`config.mk`:
```
export PLATFORM = sky130hd
export DESIGN_NAME = robo_seguidor_param
export DESIGN_NICKNAME = d
export VERILOG_FILES = /design/src/rtl/robo_seguidor_param.sv
export SDC_FILE = /design/constraint.sdc
export NUM_CORES = 1
export LEC_CHECK = 0
export CAP_MARGIN = 10
export CORE_UTILIZATION = 42
export CTS_CLUSTER_SIZE = 16
export DETAILED_ROUTE_END_ITERATION = 10
export GPL_TIMING_DRIVEN = 0
export HOLD_SLACK_MARGIN = 0.05
export PLACE_DENSITY = 0.8
export SYNTH_ARGS = -nofsm -noshare
export SYNTH_HDL_FRONTEND = slang
export SYNTH_SLANG_ARGS = --single-unit
```
`constraint.sdc`:
```
create_clock -name clock -period 1.5 [get_ports clock]
set_clock_uncertainty 0.15 [all_clocks]
set_input_delay 0.15 -clock clock [delete_from_list [all_inputs] [get_ports clock]]
set_output_delay 0.15 -clock clock [all_outputs]
set_load 0.02 [all_outputs]
```
`src/rtl/robo_seguidor_param.sv`:
```
// Wall-following controller for the grid robot: one decision per passo strobe,
// registered action pulses, saturating move counter and stuck detection.
module robo_seguidor_param #(
  parameter int CNT_W     = 8,
  parameter int MAX_GIROS = 4
) (
  input  logic             clock,
  input  logic             reset,
  input  logic             passo,
  input  logic             head,
  input  logic             left,
  input  logic             right,
  input  logic             lado,
  output logic             avancar,
  output logic             girar,
  output logic             girar_dir,
  output logic             travado,
  output logic [1:0]       estado,
  output logic [CNT_W-1:0] movimentos
);

  typedef enum logic [1:0] {
    BUSCA    = 2'b00,
    SEGUE    = 2'b01,
    CONTORNA = 2'b10,
    TRAVADO  = 2'b11
  } state_t;

  localparam int               GW        = $clog2(MAX_GIROS + 1);
  localparam logic [GW-1:0]    GIROS_LIM = GW'(MAX_GIROS);
  localparam logic [CNT_W-1:0] MOV_MAX   = '1;

  state_t           state_q, state_d;
  logic [GW-1:0]    giros_q, giros_d;
  logic [CNT_W-1:0] mov_q, mov_d;
  logic             avancar_q, avancar_d;
  logic             girar_q, girar_d;
  logic             girar_dir_q, girar_dir_d;
  logic             travado_q, travado_d;

  logic w, do_adv, do_turn, turn_dir;

  always_comb begin
    // NOTE: every always_comb output gets a default first so no path leaves a latch.
    state_d   = state_q;
    giros_d   = giros_q;
    mov_d     = mov_q;
    travado_d = travado_q;
    do_adv    = 1'b0;
    do_turn   = 1'b0;
    turn_dir  = 1'b0;
    w         = lado ? right : left;

    if (passo) begin
      case (state_q)
        BUSCA: begin
          if (head) begin
            do_turn  = 1'b1;
            turn_dir = !lado;
            state_d  = SEGUE;
          end else begin
            do_adv = 1'b1;
            if (w) state_d = SEGUE;
          end
        end
        SEGUE: begin
          if (!w) begin
            do_turn  = 1'b1;
            turn_dir = lado;
            state_d  = CONTORNA;
          end else if (head) begin
            do_turn  = 1'b1;
            turn_dir = !lado;
          end else begin
            do_adv = 1'b1;
          end
        end
        CONTORNA: begin
          state_d = SEGUE;
          if (head) begin
            do_turn  = 1'b1;
            turn_dir = !lado;
          end else begin
            do_adv = 1'b1;
          end
        end
        default: ;  // TRAVADO ignores passo until reset
      endcase
    end

    if (do_adv) begin
      giros_d = '0;
      if (mov_q != MOV_MAX) mov_d = mov_q + 1'b1;
    end

    // The turn that reaches the limit is still issued; the stall takes effect with it.
    if (do_turn) begin
      giros_d = giros_q + 1'b1;
      if (giros_d == GIROS_LIM) begin
        state_d   = TRAVADO;
        travado_d = 1'b1;
      end
    end

    avancar_d   = do_adv;
    girar_d     = do_turn;
    girar_dir_d = do_turn & turn_dir;
  end

  // NOTE: sequential state uses non-blocking assignments so all flops update together.
  always_ff @(posedge clock) begin
    if (reset) begin
      state_q     <= BUSCA;
      giros_q     <= '0;
      mov_q       <= '0;
      avancar_q   <= 1'b0;
      girar_q     <= 1'b0;
      girar_dir_q <= 1'b0;
      travado_q   <= 1'b0;
    end else begin
      state_q     <= state_d;
      giros_q     <= giros_d;
      mov_q       <= mov_d;
      avancar_q   <= avancar_d;
      girar_q     <= girar_d;
      girar_dir_q <= girar_dir_d;
      travado_q   <= travado_d;
    end
  end

  assign avancar    = avancar_q;
  assign girar      = girar_q;
  assign girar_dir  = girar_dir_q;
  assign travado    = travado_q;
  assign estado     = state_q;
  assign movimentos = mov_q;

endmodule

```
==> results.toml, run 1 <==
[synthesis]
ys_seq_area_share_pct = 40.78
synth_area_per_cell_um2 = 8.430
syn-instance-count = 99
ys_ff_latch = 17
synth_edf_count = 0
synth_nets = 109
async_flop_share_pct = 0
synth_cell_types = 33
synth_warnings = 0
syn_area_um2 = 834.6
yosys_most_used_dff = "dfxtp_1"

[worst_hold_path]
min_path_type = "input port to register"
hp-start = "reset"
hold_end = "travado$_SDFFE_PP0P_"
hold_depth = 2

[worst_setup_path]
critPathRequiredTime_ps = 1580
arrival_ps = 1720
setup.worst_path.class = "register to register"
crit_family = "simple AND/OR/NAND/NOR gates"
end_kind = "register"
cp_slowest_cell = "or4_4"
reg2reg_depth = 6
crit_chain = "ha_4 -> nand3_4 -> o211ai_1 -> buf_4 -> or4_4 -> a21oi_2"
startpoint_type = "register"
timing.reg2reg.setup_slack_ps = -140
cp.buffers_inverters = 1
worstReg2RegStart = "movimentos[0]$_SDFFE_PP0P_"
cp_max_fo = 5
r2r-end = "movimentos[5]$_SDFFE_PP0P_"
max_stage_delay_ps = 410

[timing]
worst_pin_slew_ps = 504.7
slew_violations = 0
rsz0062_at_grt = "yes"
hold_viol = 0
setup_violations = 5
slew_headroom_pct = 66.35
period_share_pct = 109.1
fin_hold_ws_ps = 107.5
finalCriticalPeriod_ps = 1636
fin_ws_ps = -136.5
fmax_ghz = 0.6111

[outcome]
status = "complete, but fails checks"
violations = "setup timing"

[placed_design]
place_congestion = 0.8835
port_buffers = 19
dp_hpwl_um = 1433

[final_layout]
nets = 144
post-route-util_pct = 72.43
area_growth_pct = 56.37
final_common_cell = "dlygate4sd2_1"
layout_common_cells = "dlygate4sd2_1, a21oi_1, buf_4"
diodes = 0
layout-drive-gt1-share_pct = 36.09

[detailed_routing]
num_vias = 902
drt_iter0_drc = 29
drcViolationCount = 0
ant_nets = 0
via_per_inst = 5.709
drtPass1Iterations = 4
wl_per_cell_um = 15.61
wirelength_um = 2466

[global_routing]
grt_max_degree = 11
grt-ovfl-total = 0
grt_pass1_vias = 786
antenna_found_initial = 0
grt_pass1_wl_um = 3525
grt_util_all_layers_pct = 23.65

[floorplanning]
io_pins = 21
start_util_pct = 46.32
die-area_mm2 = 0.002169
core_mm2 = 0.001802
die_x_um = 46.58
core.rowCount = 15
die_h_um = 46.58

[clocking]
clock-sinks = 17
worstSkewPairLatency_ps = 300
path_clk_slew_ps = 100
clk_path_buf_depth = 2
cts.htree.levels = 1
numCtsBuffers = 3
clockRootBuffer = "clkbuf_4"
cts_tree = "built"

[pwr]
p_leak_nw = 0.5182
total_power_w = 0.0008684
power_density_mw_per_mm2 = 665.4
peakVddDrop_mv = 0.4698

[run]
maxCapViolCount = 0
synthesized netlist by cell type (all sizes together) (2+ instances only):
cell	count	area [um2]
clkbuf	2	7.510
nand3	4	20.02
or4	4	30.03
ha	3	37.54
dfxtp	17	340.3
nor2b	5	31.28
inv	3	11.26
nand2	10	37.54
o31ai	3	22.52
nor2	4	15.01
nor3	3	15.01
o21ai	8	40.03
or3	3	18.77
a21oi	12	60.06
where the power goes:
part / internal [W] / switching (W)
combinational: 0.0000608 / 0.0000798
clock: 0.000104 / 0.000147
sequential: 0.000461 / 0.0000158
cell families after synthesis:
logic type	count (synthesis)	synth area share [%]
AOI/OAI and AO/OA	32	23.69
adders and majority gates	3	4.498
buffers and inverters	6	3.149
DFF	17	40.78
muxes	2	2.549
and+or+nand+nor	39	25.34
how the worst max path moves through the flow:
stage	start	end	slack, ps	cells past startpoint
after global placement	lado	travado$_SDFFE_PP0P_	-570	5
after floorplan	movimentos[1]$_SDFFE_PP0P_	movimentos[7]$_SDFFE_PP0P_	-50	5
final	movimentos[0]$_SDFFE_PP0P_	movimentos[5]$_SDFFE_PP0P_	-140	6
after global routing	movimentos[5]$_SDFFE_PP0P_	movimentos[4]$_SDFFE_PP0P_	-190	5
after detailed placement	lado	travado$_SDFFE_PP0P_	-630	5
after CTS	movimentos[0]$_SDFFE_PP0P_	movimentos[5]$_SDFFE_PP0P_	-120	6
area by class of cell:
| class | count | area, um2 |
|---|---|---|
| Clock buffer | 4 | 26.28 |
| Tap cell | 25 | 31.28 |
| Buffer | 3 | 18.77 |
| Sequential cell | 17 | 364.1 |
| Fill cell | 141 | 496.7 |
| Timing Repair Buffer | 30 | 250.2 |
| Multi-Input combinational cell | 76 | 603.1 |
| Inverter | 3 | 11.26 |
per-layer routing:
layer | global-route usage, % | wire (um)
met1 | 29.55 | 1016
met2 | 36.67 | 1231
met3 | 5.098 | 125
met4 | 14.12 | 91
met5 | 0 | 0
state kept, by name, indices dropped and copies added, names as in the netlist:
name,cells
giros_q,3
girar,1
estado,2
girar_dir,1
avancar,1
movimentos,8
travado,1
repair_timing:
item	CTS	global route
hold buffers	0	0
buffers inserted	9	2
endpoints found under the setup margin	27	14
pin swaps	12	6
gates resized for setup	38	15
metrics by stage:
| stage | setup slack (ps) | setup TNS, ps | instances | instance area [um2] |
|---|---|---|---|---|
| 6_report | -136.5 | -353.0 | 158 | 1305 |
| 5_1_grt | -194.2 | -842.2 | 158 | 1305 |
| 4_1_cts | -119.5 | -227.8 | 156 | 1236 |
| 3_5_place_dp | -628.4 | -7486 | 143 | 1090 |
| 3_3_place_gp | -570.0 | -6479 | 143 | 1090 |
| 2_1_floorplan | -53.29 | -60.87 | 99 | 868.3 |
Note: power is estimated with default switching activity, not from simulation.
==> inputs of run 2 (changes only) <==
--- a/config.mk
+++ b/config.mk
@@ -5,11 +5,12 @@
 export SDC_FILE = /design/constraint.sdc
 export NUM_CORES = 1
 export LEC_CHECK = 0
+export ABC_AREA = 1
 export CAP_MARGIN = 10
-export CORE_UTILIZATION = 42
+export CORE_UTILIZATION = 43
 export CTS_CLUSTER_SIZE = 16
 export DETAILED_ROUTE_END_ITERATION = 10
-export GPL_TIMING_DRIVEN = 0
+export GPL_TIMING_DRIVEN = 1
 export HOLD_SLACK_MARGIN = 0.05
 export PLACE_DENSITY = 0.8
 export SYNTH_ARGS = -nofsm -noshare
==> run 2 against run 1 <==
- the flow now finishes without violations
- via count shrank 0.78%
- fmax grew 19%
- critical path depth shrank 4
- power shrank 2.0%
- die area grew 6.7%
- critical path type is now register to primary output
==> results.toml, run 2 <==
[run]
maxCapViolCount = 0

[detailed_routing]
ant_nets = 0
wl_per_cell_um = 10.66
num_vias = 895
via_per_inst = 4.786
wirelength_um = 1993
drcViolationCount = 0
drt_iter0_drc = 5
drtPass1Iterations = 4

[timing]
worst_pin_slew_ps = 226.4
slew_headroom_pct = 84.85
rsz0062_at_grt = "no"
hold_viol = 0
fmax_ghz = 0.7283
slew_violations = 0
setup_violations = 0
finalCriticalPeriod_ps = 1373
period_share_pct = 91.53

[final_layout]
largest_register_ffs = 8
area_growth_pct = 35.70
layout-drive-gt1-share_pct = 16.88
num-fill-cells = 173
diodes = 0
nets = 171
final_common_cell = "nand2_1"
post-route-util_pct = 62.63
layout_common_cells = "nand2_1, a21oi_1, inv_1"

[floorplanning]
core_mm2 = 0.001982
die_x_um = 48.12
io_pins = 21
core.rowCount = 16
die_h_um = 48.12
die-area_mm2 = 0.002316
start_util_pct = 46.15

[clocking]
numCtsBuffers = 3
hold_buffers = 0
worstSkewPairLatency_ps = 270
cts.htree.levels = 1
path_clk_slew_ps = 90
cts_tree = "built"
clockRootBuffer = "clkbuf_4"
clock-sinks = 17
clk_path_buf_depth = 2

[synthesis]
async_flop_share_pct = 0
yosys-top-cells-area = "dfxtp_1, nand2_1, a21oi_1"
synth_top_area_share_pct = 37.21
ys_seq_area_share_pct = 37.21
yosys_most_used_dff = "dfxtp_1"
synthTopCellsByCount = "nand2_1, dfxtp_1, a21oi_1, inv_1, nand3_1"
synth_nets = 139
post-synth-top-area-cell = "dfxtp_1"
yosysMostFrequentCell = "nand2_1"
synth_edf_count = 0
synth_warnings = 0
syn-instance-count = 129
synth_cell_types = 21
ys_ff_latch = 17
synth_area_per_cell_um2 = 7.090
syn_area_um2 = 914.6

[worst_setup_path]
cp_max_fo = 5
startpoint_type = "register"
crit_family = "buffers and inverters"
critPathRequiredTime_ps = 1200
cp_slowest_cell = "dfxtp_2"
crit_chain = "buf_4 -> dlygate4sd2_1"
max_stage_delay_ps = 340
cp.buffers_inverters = 2
end_kind = "primary output"
arrival_ps = 1070
setup.worst_path.class = "register to primary output"

[placed_design]
dp_hpwl_um = 1575
port_buffers = 20
place_congestion = 0.8547

[global_routing]
grt-ovfl-total = 0
grt_util_all_layers_pct = 18.92
grt_max_degree = 10
grt_pass1_wl_um = 3160
antenna_found_initial = 0
grt_pass1_vias = 833

[pwr]
p_leak_nw = 0.6351
total_power_w = 0.0008507
power_density_mw_per_mm2 = 685.4
peakVddDrop_mv = 0.7178

[outcome]
status = "completed"

[worst_hold_path]
min_path_type = "register to register"
==> run 2: cell types whose count changed after synthesis, moves of 3 or more <==
cell	change
nor2b_1	-5
inv_1	+12
nand2_1	+30
or3_1	-3
nor3_1	-3
or4_1	-4
a21oi_1	+3
nand3_1	+8
o21ai_0	-5
o31ai_1	-3
==> run 2: logic make-up (layout without fill, tap and decap cells) <==
| kind of cell | after synthesis | count (layout) | synth area share [%] |
|---|---|---|---|
| and+or+nand+nor | 68 | 68 | 36.25 |
| DFF | 17 | 17 | 37.21 |
| xor gates and xnor gates | 4 | 4 | 3.831 |
| AOI/OAI and AO/OA | 20 | 20 | 11.63 |
| buffers and inverters | 17 | 48 | 6.977 |
| adders and majority gates | 3 | 3 | 4.104 |
==> run 2: report_power, final <==
group          internal, W  leakage, nW  switching, W
registers         0.000465        0.141     0.0000125
logic            0.0000619        0.480     0.0000819
clock network     0.000103       0.0150      0.000127
==> run 2: final cells by class <==
cell class / instances / area [um2] / share of cell area [%]
clock buffers: 4 / 26.28 / 2.117
flip-flops and latches: 17 / 349.1 / 28.13
inverters: 15 / 56.30 / 4.536
repair buffers: 29 / 257.7 / 20.77
well taps: 27 / 33.78 / 2.722
multi-input cells: 95 / 518.0 / 41.73
==> run 2: metal layers <==
metal | track usage (%) | part of all wire (%) | vias to the layer above
met5 | 0 | 0 | -
met4 | 7.222 | 0.35 | 0
met3 | 2.222 | 1.7 | 2
met2 | 35.95 | 54 | 11
met1 | 21.36 | 44 | 404
li1 | - | - | 478
==> run 2: worst reg2reg max path, delay by kind of cell (launching register included) <==
family | cells | cell delay, ps
DFF | 1 | 360
and+or+nand+nor | 4 | 400
buffers and inverters | 1 | 100
AOI/OAI and AO/OA | 1 | 130
adders and majority gates | 1 | 160
==> run 2: timing repair <==
action                                  4_1_cts  5_1_grt
gates resized for setup                      12        9
endpoints found under the setup margin       12       13
buffers inserted                              0        2
pin swaps                                     0        1
==> run 2: worst paths after layout <==
kind	start	endpoint	cells after the start	slack, ps
setup / recovery	movimentos[0]$_SDFFE_PP0P_	movimentos[0]	2	130
hold / removal	travado$_SDFFE_PP0P_	travado$_SDFFE_PP0P_	2	310
setup reg to reg	movimentos[1]$_SDFFE_PP0P_	movimentos[3]$_SDFFE_PP0P_	7	130
hold reg to reg	travado$_SDFFE_PP0P_	travado$_SDFFE_PP0P_	2	310
==> run 2: through the flow <==
step	worst slack, ps	area [um2]	instances	setup TNS (ps)	hold WS, ps
after floorplan	41.80	917.1	129	0	120.6
after global placement	-121.8	1196	181	-1076	285.3
after detailed placement	-200.4	1196	181	-2014	294.3
after CTS	3.707	1207	185	0	310.6
after global routing	13.93	1241	187	0	341.3
final	127.0	1241	187	0	305.6
==> inputs of run 3 (changes only) <==
--- a/config.mk
+++ b/config.mk
@@ -5,9 +5,8 @@
 export SDC_FILE = /design/constraint.sdc
 export NUM_CORES = 1
 export LEC_CHECK = 0
-export ABC_AREA = 1
 export CAP_MARGIN = 10
-export CORE_UTILIZATION = 43
+export CORE_UTILIZATION = 42
 export CTS_CLUSTER_SIZE = 16
 export DETAILED_ROUTE_END_ITERATION = 10
 export GPL_TIMING_DRIVEN = 1
==> run 3 against run 2 <==
- the run now ends with setup timing left
- power rose by 4.7%
- hold slack worse by 15 ps
- critical path type is now register to register
- highest routed layer unchanged
- global-route usage up 4.8 points
==> results.toml, run 3 (synthesis gave the netlist of run 1 again) <==
[outcome]
status = "complete, but fails checks"
violations = "setup timing"

[timing]
hold_viol = 0
setup_violations = 8
fin_ws_ps = -127.5
fmax_ghz = 0.6144
slew_headroom_pct = 78.32
worst_pin_slew_ps = 323.8
slew_violations = 0
finalCriticalPeriod_ps = 1628
rsz0062_at_grt = "yes"
period_share_pct = 108.5
fin_hold_ws_ps = 290.9

[detailed_routing]
drt_iter0_drc = 26
drcViolationCount = 0
via_per_inst = 5.407
drtPass1Iterations = 4
num_vias = 930
wl_per_cell_um = 13.91
ant_nets = 0
wirelength_um = 2392

[global_routing]
antenna_found_initial = 0
grt_pass1_vias = 836
grt_max_degree = 15
grt-ovfl-total = 0
grt_util_all_layers_pct = 23.75
grt_pass1_wl_um = 3574

[final_layout]
layout_common_cells = "buf_4, dlygate4sd2_1, a21oi_1"
fin_cells = 172
largest_register_ffs = 8
nets = 158
final_common_cell = "buf_4"
layout-drive-gt1-share_pct = 40.14
final_area_mm2 = 0.001389
diodes = 0
area_growth_pct = 66.42

[clocking]
cts_tree = "built"
numCtsBuffers = 3
worstSkewPairLatency_ps = 280
cts.htree.levels = 1
path_clk_slew_ps = 100
clock-sinks = 17
clk_path_buf_depth = 2
clockRootBuffer = "clkbuf_4"
hold_buffers = 0

[worst_hold_path]
min_path_type = "input port to register"

[pwr]
total_power_w = 0.0008911
peakVddDrop_mv = 0.4944
power_density_mw_per_mm2 = 641.6
p_leak_nw = 0.5981

[placed_design]
dp_hpwl_um = 1569
place_ws_ps = -585.0
post-place-cells = 165
port_buffers = 20
place_congestion = 0.8422
dpl-instance-area_mm2 = 0.001265

[floorplanning]
start_util_pct = 46.32
io_pins = 21
core.rowCount = 15
core_mm2 = 0.001802
die-area_mm2 = 0.002169
die_h_um = 46.58
die_x_um = 46.58

[run]
maxCapViolCount = 0

[worst_setup_path]
arrival_ps = 1700
setup.worst_path.class = "register to register"
cp_max_fo = 3
end_kind = "register"
startpoint_type = "register"
critPathRequiredTime_ps = 1570
==> run 3: cell types whose count changed in the layout (fill, tap and decap cells not counted), sizes merged, moves of 4 or more <==
cell,before,now
dlygate4sd2,12,16
nor2,8,4
or4,0,4
a21oi,16,12
nand2,42,10
o21ai,2,8
inv,15,3
nand3,14,4
buf,9,27
nor2b,0,5
==> run 3: critical path: stages (launching register included) <==
cell and delay, ps:
dfxtp_4 370, ha_4 170, nand3_4 80, o211ai_1 170
buf_4 190, or3_4 320, a21oi_2 130
==> run 3: path summary, 6_finish.rpt <==
check / from / endpoint / slack, ps / cells past startpoint
worst max-delay path: movimentos[1]$_SDFFE_PP0P_ / movimentos[3]$_SDFFE_PP0P_ / -130 / 6
worst min-delay path: lado / girar_dir$_SDFF_PP0_ / 290 / 4
worst max register to register: movimentos[1]$_SDFFE_PP0P_ / movimentos[3]$_SDFFE_PP0P_ / -130 / 6
worst min register to register: travado$_SDFFE_PP0P_ / travado$_SDFFE_PP0P_ / 340 / 2
==> run 3: what timing repair did <==
action,in CTS,in global routing
gates resized for setup,28,17
setup buffers,2,1
endpoints found under the setup margin,26,13
gates cloned,0,0
pin swaps,7,10
==> run 3: where the power goes <==
part,internal [W],switching [W],total (W)
sequential,0.000463,0.0000111,0.000475
combinational,0.0000855,0.0000865,0.000172
clock,0.000103,0.000141,0.000244
total,0.000652,0.000239,0.000891
==> run 3: cell type report <==
class                           count  area (um2)
Multi-Input combinational cell     76       571.8
Timing Repair Buffer               47       390.4
Inverter                            3       11.26
Clock buffer                        4       26.28
Sequential cell                    17       357.8
Tap cell                           25       31.28
Fill cell                         130       412.9
==> run 3: layer usage <==
layer  wire, um  track usage [%]  vias to the layer above
met5          0                0                        -
met4         17            10.00                        0
met3         81            3.922                        2
met2       1210            38.61                       21
met1       1083            30.57                      443
li1           -                -                      464
==> run 3: per-stage QoR <==
step / setup TNS [ps] / utilization (%)
2_1_floorplan: -60.87 / -
3_3_place_gp: -5620 / 70.21
3_5_place_dp: -7099 / 70.21
4_1_cts: -235.0 / 73.82
5_1_grt: -829.3 / 77.08
6_report: -436.5 / 77.08
